==> config.mk <==
export PLATFORM = sky130hd
export DESIGN_NAME = traffic_intersection_ctrl
export DESIGN_NICKNAME = d
export VERILOG_FILES = /design/src/rtl/traffic_pkg.sv /design/src/rtl/phase_timer.sv /design/src/rtl/traffic_intersection_ctrl.sv
export SDC_FILE = /design/constraint.sdc
export NUM_CORES = 1
export LEC_CHECK = 0
export CORE_ASPECT_RATIO = 1.5
export CORE_MARGIN = 1
export CORE_UTILIZATION = 40
export CTS_CLUSTER_SIZE = 10
export DETAILED_ROUTE_END_ITERATION = 8
export HOLD_SLACK_MARGIN = 0.15
export PLACE_DENSITY = 0.69
export REMOVE_ABC_BUFFERS = 1
export SETUP_SLACK_MARGIN = 0.4
export SLEW_MARGIN = 10
export SYNTH_ARGS = -nofsm -noshare
export SYNTH_HDL_FRONTEND = slang
export SYNTH_SLANG_ARGS = --single-unit
==> constraint.sdc <==
create_clock -name clk -period 4.6 [get_ports clk]
set_clock_uncertainty 0.1 [all_clocks]
set_input_delay 0.92 -clock clk [delete_from_list [all_inputs] [get_ports clk]]
set_output_delay 0.92 -clock clk [all_outputs]
set_load 0.02 [all_outputs]
==> src/rtl/traffic_pkg.sv <==
// ---------------------------------------------------------------------------
// traffic_pkg
//   Shared definitions for the intersection controller: the phase state type
//   (its encoding is visible on the phase output), default timing values,
//   the per-head lamp encoding and lamp decode helpers.
// ---------------------------------------------------------------------------
package traffic_pkg;

  // The encoding is observable on the phase port, so the values are fixed.
  typedef enum logic [2:0] {
    IDLE   = 3'd0,
    A_GRN  = 3'd1,
    A_YEL  = 3'd2,
    RED_AB = 3'd3,
    B_GRN  = 3'd4,
    B_YEL  = 3'd5,
    RED_BA = 3'd6,
    WALK   = 3'd7
  } state_e;

  // Default dwell times, in clock cycles.
  localparam int GREEN_MIN_DEF  = 4;
  localparam int GREEN_MAX_DEF  = 10;
  localparam int YELLOW_CYC_DEF = 2;
  localparam int ALLRED_CYC_DEF = 1;
  localparam int WALK_CYC_DEF   = 3;
  localparam int CNT_W_DEF      = 8;

  // Per-head lamp encoding, ordered {red, yellow, green}.
  localparam logic [2:0] LAMP_R = 3'b100;
  localparam logic [2:0] LAMP_Y = 3'b010;
  localparam logic [2:0] LAMP_G = 3'b001;

  // Head A is only ever non-red in its own green/yellow phases.
  function automatic logic [2:0] lamp_a(input state_e s);
    case (s)
      A_GRN:   return LAMP_G;
      A_YEL:   return LAMP_Y;
      default: return LAMP_R;
    endcase
  endfunction

  // Head B mirrors head A.
  function automatic logic [2:0] lamp_b(input state_e s);
    case (s)
      B_GRN:   return LAMP_G;
      B_YEL:   return LAMP_Y;
      default: return LAMP_R;
    endcase
  endfunction

endpackage

==> src/rtl/phase_timer.sv <==
// ---------------------------------------------------------------------------
// phase_timer
//   Dwell counter for the current phase. Comparisons against the phase
//   limits are made by the controller; this block only counts.
//   Ports:
//     clk    in   clock, rising edge
//     reset  in   asynchronous active-high reset, clears the count
//     clr    in   synchronous clear (priority over en)
//     en     in   count enable, +1 per enabled cycle
//     cnt    out  current count, CNT_W bits
// ---------------------------------------------------------------------------
module phase_timer #(
  parameter int CNT_W = 8
) (
  input  logic             clk,
  input  logic             reset,
  input  logic             clr,
  input  logic             en,
  output logic [CNT_W-1:0] cnt
);

  // NOTE: sequential state is updated with non-blocking assignments so every
  // register samples the pre-edge values of the others.
  always_ff @(posedge clk or posedge reset) begin
    if (reset) begin
      cnt <= '0;
    end else if (clr) begin
      cnt <= '0;
    end else if (en) begin
      cnt <= cnt + 1'b1;
    end
  end

endmodule

==> src/rtl/traffic_intersection_ctrl.sv <==
// ---------------------------------------------------------------------------
// traffic_intersection_ctrl
//   Phase sequencer for two opposing traffic heads (A, B) and a pedestrian
//   crossing. Owns phase order, dwell timing and demand arbitration; the
//   lamp outputs are a Moore decode of the state register.
//   Ports:
//     clk            in   clock, rising edge
//     reset          in   asynchronous active-high reset, clears all state
//     start          in   1 = run, 0 = freeze state and timer
//     car_a, car_b   in   vehicle demand on direction A / B (level)
//     ped_req        in   pedestrian button (pulse or level)
//     ra, ya, ga     out  head A red/yellow/green, one-hot
//     rb, yb, gb     out  head B red/yellow/green, one-hot
//     walk           out  pedestrian walk lamp
//     phase          out  current state encoding
// ---------------------------------------------------------------------------
module traffic_intersection_ctrl
  import traffic_pkg::*;
#(
  parameter int GREEN_MIN  = GREEN_MIN_DEF,
  parameter int GREEN_MAX  = GREEN_MAX_DEF,
  parameter int YELLOW_CYC = YELLOW_CYC_DEF,
  parameter int ALLRED_CYC = ALLRED_CYC_DEF,
  parameter int WALK_CYC   = WALK_CYC_DEF,
  parameter int CNT_W      = CNT_W_DEF
) (
  input  logic       clk,
  input  logic       reset,
  input  logic       start,
  input  logic       car_a,
  input  logic       car_b,
  input  logic       ped_req,
  output logic       ra,
  output logic       ya,
  output logic       ga,
  output logic       rb,
  output logic       yb,
  output logic       gb,
  output logic       walk,
  output logic [2:0] phase
);

  // Terminal counts: a phase of N cycles ends on the cycle where t == N-1.
  localparam logic [CNT_W-1:0] T_GMIN = CNT_W'(GREEN_MIN - 1);
  localparam logic [CNT_W-1:0] T_GMAX = CNT_W'(GREEN_MAX - 1);
  localparam logic [CNT_W-1:0] T_YEL  = CNT_W'(YELLOW_CYC - 1);
  localparam logic [CNT_W-1:0] T_AR   = CNT_W'(ALLRED_CYC - 1);
  localparam logic [CNT_W-1:0] T_WALK = CNT_W'(WALK_CYC - 1);

  state_e           state;
  state_e           state_nxt;
  logic [CNT_W-1:0] t;
  logic             ped_pend;
  logic             came_from_a;
  logic             moving;
  logic             enter_walk;

  // -------------------------------------------------------------------------
  // Next-state logic
  // -------------------------------------------------------------------------
  // NOTE: state_nxt is defaulted to the current state before the case so no
  // path leaves it unassigned, which would otherwise infer a latch.
  always_comb begin
    state_nxt = state;
    if (start) begin
      case (state)
        IDLE:   state_nxt = A_GRN;
        A_GRN:  if ((t == T_GMAX) || ((t >= T_GMIN) && (car_b || ped_pend)))
                  state_nxt = A_YEL;
        A_YEL:  if (t == T_YEL) state_nxt = RED_AB;
        RED_AB: if (t == T_AR) state_nxt = ped_pend ? WALK : B_GRN;
        B_GRN:  if ((t == T_GMAX) || ((t >= T_GMIN) && (car_a || ped_pend)))
                  state_nxt = B_YEL;
        B_YEL:  if (t == T_YEL) state_nxt = RED_BA;
        RED_BA: if (t == T_AR) state_nxt = ped_pend ? WALK : A_GRN;
        WALK:   if (t == T_WALK) state_nxt = came_from_a ? B_GRN : A_GRN;
        default: state_nxt = IDLE;
      endcase
    end
  end

  // No state loops back to itself, so any change of state is a transition.
  assign moving     = (state_nxt != state);
  assign enter_walk = moving && (state_nxt == WALK);

  // -------------------------------------------------------------------------
  // Registers
  // -------------------------------------------------------------------------
  always_ff @(posedge clk or posedge reset) begin
    if (reset) begin
      state <= IDLE;
    end else begin
      state <= state_nxt;
    end
  end

  // A request coinciding with WALK entry is served by that walk, so the
  // clear takes priority; requests during WALK re-arm for the next one.
  always_ff @(posedge clk or posedge reset) begin
    if (reset) begin
      ped_pend <= 1'b0;
    end else if (enter_walk) begin
      ped_pend <= 1'b0;
    end else if (ped_req) begin
      ped_pend <= 1'b1;
    end
  end

  // Remembers which all-red fed the walk so the following green goes to the
  // direction that was waiting.
  always_ff @(posedge clk or posedge reset) begin
    if (reset) begin
      came_from_a <= 1'b0;
    end else if (enter_walk) begin
      came_from_a <= (state == RED_AB);
    end
  end

  phase_timer #(
    .CNT_W (CNT_W)
  ) u_timer (
    .clk   (clk),
    .reset (reset),
    .clr   (moving),
    .en    (start),
    .cnt   (t)
  );

  // -------------------------------------------------------------------------
  // Moore output decode
  // -------------------------------------------------------------------------
  assign {ra, ya, ga} = lamp_a(state);
  assign {rb, yb, gb} = lamp_b(state);
  assign walk         = (state == WALK);
  assign phase        = state;

endmodule

# After elaboration in Yosys (flattened, before gate mapping)

Cells that the tools add are included.

Bits in registers: 13
Output and inout port bits: 10
Input port bits: 6

Equal/unequal tests: 12
$add $sub $neg: 1
$lt $le $gt $ge: 1
Reductions and logical operators: 11
Muxes and demuxes: 18

Operators with widths:

| cell                                                | number |
|---|---|
| two-way mux 3 bit                                   | 10 |
| case mux 3 bit (8 select lines)                     | 1 |
| two-way mux 8 bit                                   | 2 |
| equality test 3 bit, second input constant          | 5 |
| case mux 3 bit (2 select lines)                     | 2 |
| adder 8 x 1 -> 8 bit, second input constant         | 1 |
| equality test 8 x 1 -> 1 bit, second input constant | 1 |
| equality test 8 x 2 -> 1 bit, second input constant | 1 |
| equality test 8 x 4 -> 1 bit, second input constant | 1 |
| >= comparator 8 x 2 -> 1 bit, second input constant | 1 |
| zero test 8 bit                                     | 1 |
| equality test 3 x 2 -> 1 bit, second input constant | 2 |
| logical OR 1 bit                                    | 4 |
| nonzero test 2 bit                                  | 2 |
| equality test 3 x 1 -> 1 bit, second input constant | 1 |
| logical AND 1 bit                                   | 3 |
| zero test 3 bit                                     | 1 |
| != test 3 bit                                       | 1 |
| two-way mux 1 bit                                   | 2 |
| two-way mux 2 bit                                   | 1 |

# Longest topological paths before layout

Gate-level depths: netlist (run 1).

Depth in word-level cells: 9
Gate-level depth with buffers: 10
Gate-level depth less buffers: 9

# By module

Synthesis (run 1) repeated with hierarchy kept, for this count alone.

Cell total of the unflattened synthesis: 123
Area, all modules: 1058.5 sq um

Modules (own cells, without submodules):

| module                    | cells an instance | instances | area each (sq um) | seq. area each (sq um) |
|---|---|---|---|---|
| traffic_intersection_ctrl | 85                | 1         | 658.1             | 125.1 |
| phase_timer               | 38                | 1         | 400.4             | 200.2 |

# Worst setup path before layout (run 1)

No wires, ideal clock.

Kind: flip-flop to flip-flop
Start: register u_timer.cnt[5]
End: register came_from_a
Data required time: 4.436 ns
Slack: 1.845 ns
Data arrival time: 2.591 ns
Period minus slack after synthesis: 2.755 ns
Cell stages (with the launch flop): 10
Cell sequence: dfrtp_1 -> or4_1 -> clkbuf_2 -> o32a_2 -> o2bb2ai_1 -> or4_4 -> a311o_1 -> buf_6 -> a21boi_2 -> a31o_2

Word-level cells in the longest chain between the ends: 8
Elaborated cells on any way between the ends: 21

Ends and longest elaborated chain:

| item                                                 | line                                                             | text |
|---|---|---|
| start: declaration                                   | phase_timer.sv:19                                                | `output logic [CNT_W-1:0] cnt` |
| start signal: assignment                             | phase_timer.sv:30                                                | `cnt <= cnt + 1'b1;` |
| >= comparator 8 x 2 -> 1 bit                         | traffic_intersection_ctrl.sv:68, traffic_intersection_ctrl.sv:72 |  |
| logical AND 1 bit (on tied branches)                 | traffic_intersection_ctrl.sv:72, traffic_intersection_ctrl.sv:68 |  |
| logical OR 1 bit (on tied branches)                  | traffic_intersection_ctrl.sv:72, traffic_intersection_ctrl.sv:68 |  |
| two-way mux 3 bit (on tied branches)                 | traffic_intersection_ctrl.sv:72, traffic_intersection_ctrl.sv:68 |  |
| case mux 3 bit (8 select lines) *                    | traffic_intersection_ctrl.sv:66                                  | `case (state)` |
| two-way mux 3 bit *                                  | traffic_intersection_ctrl.sv:65                                  | `if (start) begin` |
| != test 3 bit or equality test 3 bit (tied branches) | traffic_intersection_ctrl.sv:83, traffic_intersection_ctrl.sv:84 |  |
| logical AND 1 bit *                                  | traffic_intersection_ctrl.sv:84                                  | `assign enter_walk = moving && (state_nxt == WALK);` |
| end signal: assignment                               | traffic_intersection_ctrl.sv:115                                 | `came_from_a <= (state == RED_AB);` |
| end: declaration                                     | traffic_intersection_ctrl.sv:54                                  | `logic came_from_a;` |

Mark *: on every way between the ends. The rest lies on a longest branch, timed or not.
A chain may end at the register's enable or synchronous reset.

# Final worst setup path (run 1)

Start: input port start
End: register came_from_a

Word-level cells in the longest chain between the ends: 3
Elaborated cells on any way between the ends: 4

Ends and longest elaborated chain:

| item                                                 | line                                                             | text |
|---|---|---|
| start: declaration                                   | traffic_intersection_ctrl.sv:29                                  | `input logic start,` |
| two-way mux 3 bit *                                  | traffic_intersection_ctrl.sv:65                                  |  |
| != test 3 bit or equality test 3 bit (tied branches) | traffic_intersection_ctrl.sv:83, traffic_intersection_ctrl.sv:84 |  |
| logical AND 1 bit *                                  | traffic_intersection_ctrl.sv:84                                  |  |

Marks and branches as above.

==> results.ini, run 1 <==
[route]
routed_via_density = 6.12
wl_per_cell_um = 15.1
dr.pass1.iters = 4
vias = 937
drtAntennaViolNets = 0
routed_wl_um = 2310
drt_iter0_drc = 13
drcViolationCount = 0

[clocking]
clk_pin_slew_worst_paths_ns = 0.08
cts_setup_buffers = 0
clock_sinks = 13
cts_tree = yes
clock_path_buffers = 2
cts_repair_resize_count = 0
worstSkewPairLatency_ns = 0.28
cts_max_level = 1
numCtsBuffers = 3
cts-root-buf = clkbuf_4
cts_hold_buffers = 0

[global_route]
gr-usage-met1_pct = 19.2
grt_util_met3_pct = 3.95
grt_pass1_vias = 968
grt_busiest_layer = met2
antenna_found_initial = 0
grt_remaining_overflow = 0
grt_pass1_wl_um = 4090
grt_max_degree = 17
track_usage_pct = 19.0
met2_usage_pct = 35.2

[worst_setup_path]
crit_arrival_ns = 3.50
cp-start-kind = primary input
endpoint_kind = flop
worstRegToRegCells = 7
crit_required_ns = 4.72
cp_max_fo = 13
path_class = primary input to flop

[status]
status = completed

[placed_design]
gp_congestion = 0.867
placed_area_sq_um = 1140
dpl.hpwl_um = 1750
dp_cells = 149
place_ws_ns = 0.952
portBuffers = 15

[pwr]
vdd_drop_max_uv = 291
p_leak_nw = 0.481
power.density_nw_per_um2 = 624

[synthesis]
ys_seq_elements = 13
synth_area_sq_um = 1030
synth_area_leaders = dfrtp_1 32%, nor2_1 5.8%, ha_1 4.9%, xnor2_1 3.4%, xor2_1 3.4%
synthTopCellsByCount = 16 x nor2_1, 13 x dfrtp_1, 8 x nand2_1
synth.most_common_cell = nor2_1
yosysTopAreaCellShare_pct = 31.7
synth_flop_cell = dfrtp_1
synth.largest_area_cell = dfrtp_1
ys_seq_area_share_pct = 31.7
yosysUniqueCellTypes = 50
async_flop_share_pct = 100
avgSynthCellArea_sq_um = 8.78
synth_cells = 117
yosysWarnings = 0
synth-edff-count = 0

[worst_hold_path]
hp-class = flop to flop
hold_depth = 2

[floorplanning]
core_sq_um = 2450
row_count = 22
dieArea_sq_um = 2780
initial_core_util_pct = 41.9
io_pins = 16
die_y_um = 64.1
die_w_um = 43.4

[layout]
n_antenna_cell = 0
postLayoutCoreUtil_pct = 47.6
stdcell_count = 153
syn2layout_area_growth_pct = 13.5
drive_gt1_share_pct = 10.1
design_area_sq_um = 1170
fin_nets = 140

[job]
cap_violations = 0

[sta]
setup_violations = 0
fin_tns_setup_ns = 0
layout_setup_ws_ns = 1.22
fin_crit_sh_pct = 73.5
tightestPinTransition_ns = 0.491
drv_slew = 0
hold_viol = 0
relSlewSlack_pct = 67.2
period_needed_ns = 3.38
fmax_mhz = 296
rsz0062_at_grt = no

[per-layer routing]
layer / vias up / wire, um
met4: 0 / 53
li1: 441 / -
met3: 4 / 89
met5: - / 0
met1: 463 / 893
met2: 29 / 1270
[layout make-up]
type                            instances  area [sq um]
Fill cell                             237          1280
Clock buffer                            3          22.5
Inverter                                5          18.8
Clock inverter                          1          5.00
Sequential cell                        13           325
Tap cell                               24          30.0
Timing Repair Buffer                   15           150
Multi-Input combinational cell         92           614
[sequential cells by signal, indices dropped and copies added, names as in the netlist]
signal       flops
came_from_a      1
ped_pend         1
phase            3
u_timer.cnt      8
[critical path, cell delays in order]
cell             delay [ns]
clkdlybuf4s50_1        0.77
inv_1                  0.13
nor2_1                 0.18
o221ai_1               0.16
or4_4                  0.55
a311o_1                0.52
a21boi_2               0.17
a31o_2                 0.10
[power breakdown]
group,internal [W],total (W),leakage [nW],switching [W]
clock,0.0000322,0.0000703,0.0177,0.0000380
sequential,0.000146,0.000226,0.165,0.0000808
combinational,0.000203,0.000431,0.297,0.000228
[worst paths after layout]
path,startpoint,to,slack [ns]
worst max register to register,u_timer.cnt[5],came_from_a,1.60
max in group asynchronous,reset,u_timer.cnt[3],3.21
worst min register to register,u_timer.cnt[7],u_timer.cnt[7],0.49
min in group asynchronous,reset,u_timer.cnt[0],0.86
worst max-delay path,start,came_from_a,1.22
worst min-delay path,u_timer.cnt[7],u_timer.cnt[7],0.49
[metrics by stage]
| step | total power (W) | hold slack (ns) |
|---|---|---|
| 6_report | 0.000728 | 0.490 |
| 4_1_cts | 0.000728 | 0.499 |
| 3_5_place_dp | 0.000655 | 0.486 |
| 5_1_grt | 0.000784 | 0.538 |
| 3_3_place_gp | 0.000648 | 0.457 |
| 2_1_floorplan | 0.000496 | 0.422 |
[kinds of logic (layout without fill, tap and decap cells)]
| family | after synthesis | in the layout | share of synthesized area [%] |
|---|---|---|---|
| AOI/OAI and AO/OA | 21 | 21 | 16.4 |
| xor gates and xnor gates | 8 | 8 | 6.82 |
| adders and majority gates | 4 | 4 | 4.87 |
| buffers and inverters | 12 | 24 | 8.53 |
| DFF | 13 | 13 | 31.7 |
| muxes | 1 | 1 | 0.974 |
| and+or+nand+nor | 58 | 58 | 30.7 |
[layout by cell type, fill, tap and decap left out, types with 2 or more instances in the layout]
master	count
a21oi_1	3
and3_1	2
clkbuf_4	3
clkdlybuf4s50_1	15
dfrtp_1	13
ha_1	4
inv_1	5
nand2_1	8
nand2b_1	2
nand3_1	4
nand4_1	2
nor2_1	16
nor2b_1	2
nor3_1	4
nor3b_1	4
o2bb2ai_1	2
or2_2	3
xnor2_1	4
xor2_1	4
No activity file was read; power rests on OpenSTA's default activity.
==> run 2, diff against run 1 <==
--- a/config.mk
+++ b/config.mk
@@ -11,7 +11,7 @@
 export CTS_CLUSTER_SIZE = 10
 export DETAILED_ROUTE_END_ITERATION = 8
 export HOLD_SLACK_MARGIN = 0.15
-export PLACE_DENSITY = 0.69
+export PLACE_DENSITY = 0.72
 export REMOVE_ABC_BUFFERS = 1
 export SETUP_SLACK_MARGIN = 0.4
 export SLEW_MARGIN = 10
==> constraint.sdc (replaced) <==
create_clock -name clk -period 3 [get_ports clk]
set_clock_uncertainty 0.1 [all_clocks]
set_input_delay 0.6 -clock clk [delete_from_list [all_inputs] [get_ports clk]]
set_output_delay 0.6 -clock clk [all_outputs]
set_load 0.02 [all_outputs]
==> results.ini, run 2 (same netlist as run 1, synthesis figures left out) <==
[route]
dr.pass1.iters = 6  ; was 4
vias = 951  ; was 937
drtAntennaViolNets = 0  ; unchanged
routed_wl_um = 2490  ; was 2310 um
drt_iter0_drc = 29  ; was 13
routed_via_density = 5.98  ; was 6.12
wl_per_cell_um = 15.7  ; was 15.1 um
drcViolationCount = 4  ; was 0

[global_route]
grt_remaining_overflow = 0  ; unchanged
grt_pass1_vias = 931  ; was 968
track_usage_pct = 19.9  ; was 19.0%
grt_pass1_wl_um = 4220  ; was 4090 um
antenna_found_initial = 0  ; unchanged
grt_max_degree = 17  ; unchanged

[placed_design]
portBuffers = 15  ; unchanged
dpl.hpwl_um = 1690  ; was 1750 um
gp_congestion = 0.854  ; was 0.867
dp_cells = 152  ; was 149

[clocking]
cts_tree = yes  ; unchanged
clk_pin_slew_worst_paths_ns = 0.08  ; about the same
cts_max_level = 1  ; unchanged
numCtsBuffers = 3  ; unchanged
cts_hold_buffers = 0  ; unchanged
clock_sinks = 13  ; unchanged
clock_path_buffers = 2  ; unchanged
cts-root-buf = clkbuf_4  ; unchanged
worstSkewPairLatency_ns = 0.27  ; was 0.28 ns

[sta]
drv_slew = 0  ; unchanged
fin_crit_sh_pct = 89.6
hold_viol = 0  ; unchanged
relSlewSlack_pct = 66.3  ; was 67.2%
fmax_mhz = 372
tightestPinTransition_ns = 0.501  ; was 0.491 ns
rsz0062_at_grt = yes  ; was no
period_needed_ns = 2.69
fin_tns_setup_ns = 0  ; unchanged
setup_violations = 0  ; unchanged

[floorplanning]
core_sq_um = 2450  ; unchanged
io_pins = 16  ; unchanged
die_w_um = 43.4  ; unchanged
die_y_um = 64.1  ; unchanged
row_count = 22  ; unchanged
dieArea_sq_um = 2780  ; unchanged
initial_core_util_pct = 41.9  ; unchanged

[worst_setup_path]
crit_required_ns = 3.11  ; was 4.72 ns
crit_arrival_ns = 2.80  ; was 3.50 ns
endpoint_kind = flop  ; unchanged
path_class = flop to flop  ; was primary input to flop
cp-start-kind = flop  ; was primary input
cp_max_fo = 7  ; was 13

[pwr]
power.density_nw_per_um2 = 968  ; was 624 nW/um^2
vdd_drop_max_uv = 496  ; was 291 uV
p_leak_nw = 0.508  ; was 0.481 nW

[layout]
largest_reg_flops = 8  ; unchanged
stdcell_count = 159  ; was 153
fillCellCount = 226  ; was 237
postLayoutCoreUtil_pct = 51.6  ; was 47.6%
syn2layout_area_growth_pct = 23.1  ; was 13.5%
drive_gt1_share_pct = 22.2  ; was 10.1%
most-common-layout-cells = 15 x nor2_1, 15 x clkdlybuf4s50_1, 9 x dfrtp_1, 8 x nand2_1  ; was 16 x nor2_1, 15 x clkdlybuf4s50_1, 13 x dfrtp_1, 8 x nand2_1, 5 x inv_1
largest-register = u_timer.cnt  ; unchanged
fin_nets = 146  ; was 140
n_antenna_cell = 0  ; unchanged

[status]
violations = DRC
status = complete, but fails checks  ; was completed

[job]
cap_violations = 0  ; unchanged

[worst_hold_path]
hp-class = flop to flop  ; unchanged

-- run 2: changes by cell type in the layout (fill, tap and decap cells not counted), moves of 2 or more --
cell / previous run / this run
nor3b_1: 4 / 2
buf_4: 0 / 5
nor3b_2: 0 / 2
dfrtp_1: 13 / 9
dfrtp_2: 0 / 4
-- run 2: through the flow --
step | power [W] | hold slack [ns] | area (sq um) | setup slack [ns]
6_report | 0.00122 | 0.501 | 1260 | 0.313
5_1_grt | 0.00132 | 0.529 | 1260 | 0.266
4_1_cts | 0.00116 | 0.499 | 1220 | 0.282
3_5_place_dp | 0.00101 | 0.472 | 1160 | 0.0412
3_3_place_gp | 0.000995 | 0.458 | 1160 | 0.111
2_1_floorplan | 0.000761 | 0.377 | 958 | 0.250
-- run 2: layer usage --
layer	part of all wire, %	vias to the layer above	global-route usage (%)
li1	-	456	-
met1	42	461	24.2
met2	52	28	34.5
met3	2.7	6	1.41
met4	2.8	0	9.38
met5	0	-	0
-- run 2: report_power, final --
| group | total, W | switching (W) | internal (W) |
|---|---|---|---|
| Combinational | 0.000771 | 0.000395 | 0.000376 |
| Sequential | 0.000348 | 0.000119 | 0.000229 |
| Clock | 0.000105 | 0.0000535 | 0.0000514 |
-- run 2: worst paths after layout --
check,end,from,slack [ns],cells after the start
min reg2reg,u_timer.cnt[7],u_timer.cnt[7],0.50,2
max,came_from_a,u_timer.cnt[5],0.31,7
min,u_timer.cnt[7],u_timer.cnt[7],0.50,2
max reg2reg,came_from_a,u_timer.cnt[5],0.31,7
min in group asynchronous,u_timer.cnt[3],reset,0.56,2
max in group asynchronous,u_timer.cnt[0],reset,1.87,2
-- run 2: worst max-delay path, cell delays in order (launching register included) --
cell and delay [ns]:
dfrtp_1 0.39, or4_4 0.60, a211oi_2 0.18, o221ai_1 0.16, or4_4 0.57, a311o_2 0.39, a21boi_2 0.13, a31o_2 0.10
-- run 2: area by class of cell --
| class | instances | area [sq um] | share of cell area (%) |
|---|---|---|---|
| multi-input combinational | 93 | 672 | 53.1 |
| sequential | 13 | 330 | 26.1 |
| inverter | 5 | 18.8 | 1.48 |
| tap | 24 | 30.0 | 2.37 |
| clock buffer | 4 | 26.3 | 2.08 |
| timing repair buffer | 20 | 188 | 14.8 |
-- run 2: what timing repair did --
| item | 4_1_cts | 5_1_grt |
|---|---|---|
| cloned | 1 | 0 |
| setup endpoints to repair | 14 | 15 |
| pin swaps | 2 | 10 |
| setup buffers | 1 | 1 |
| resized for setup | 4 | 10 |
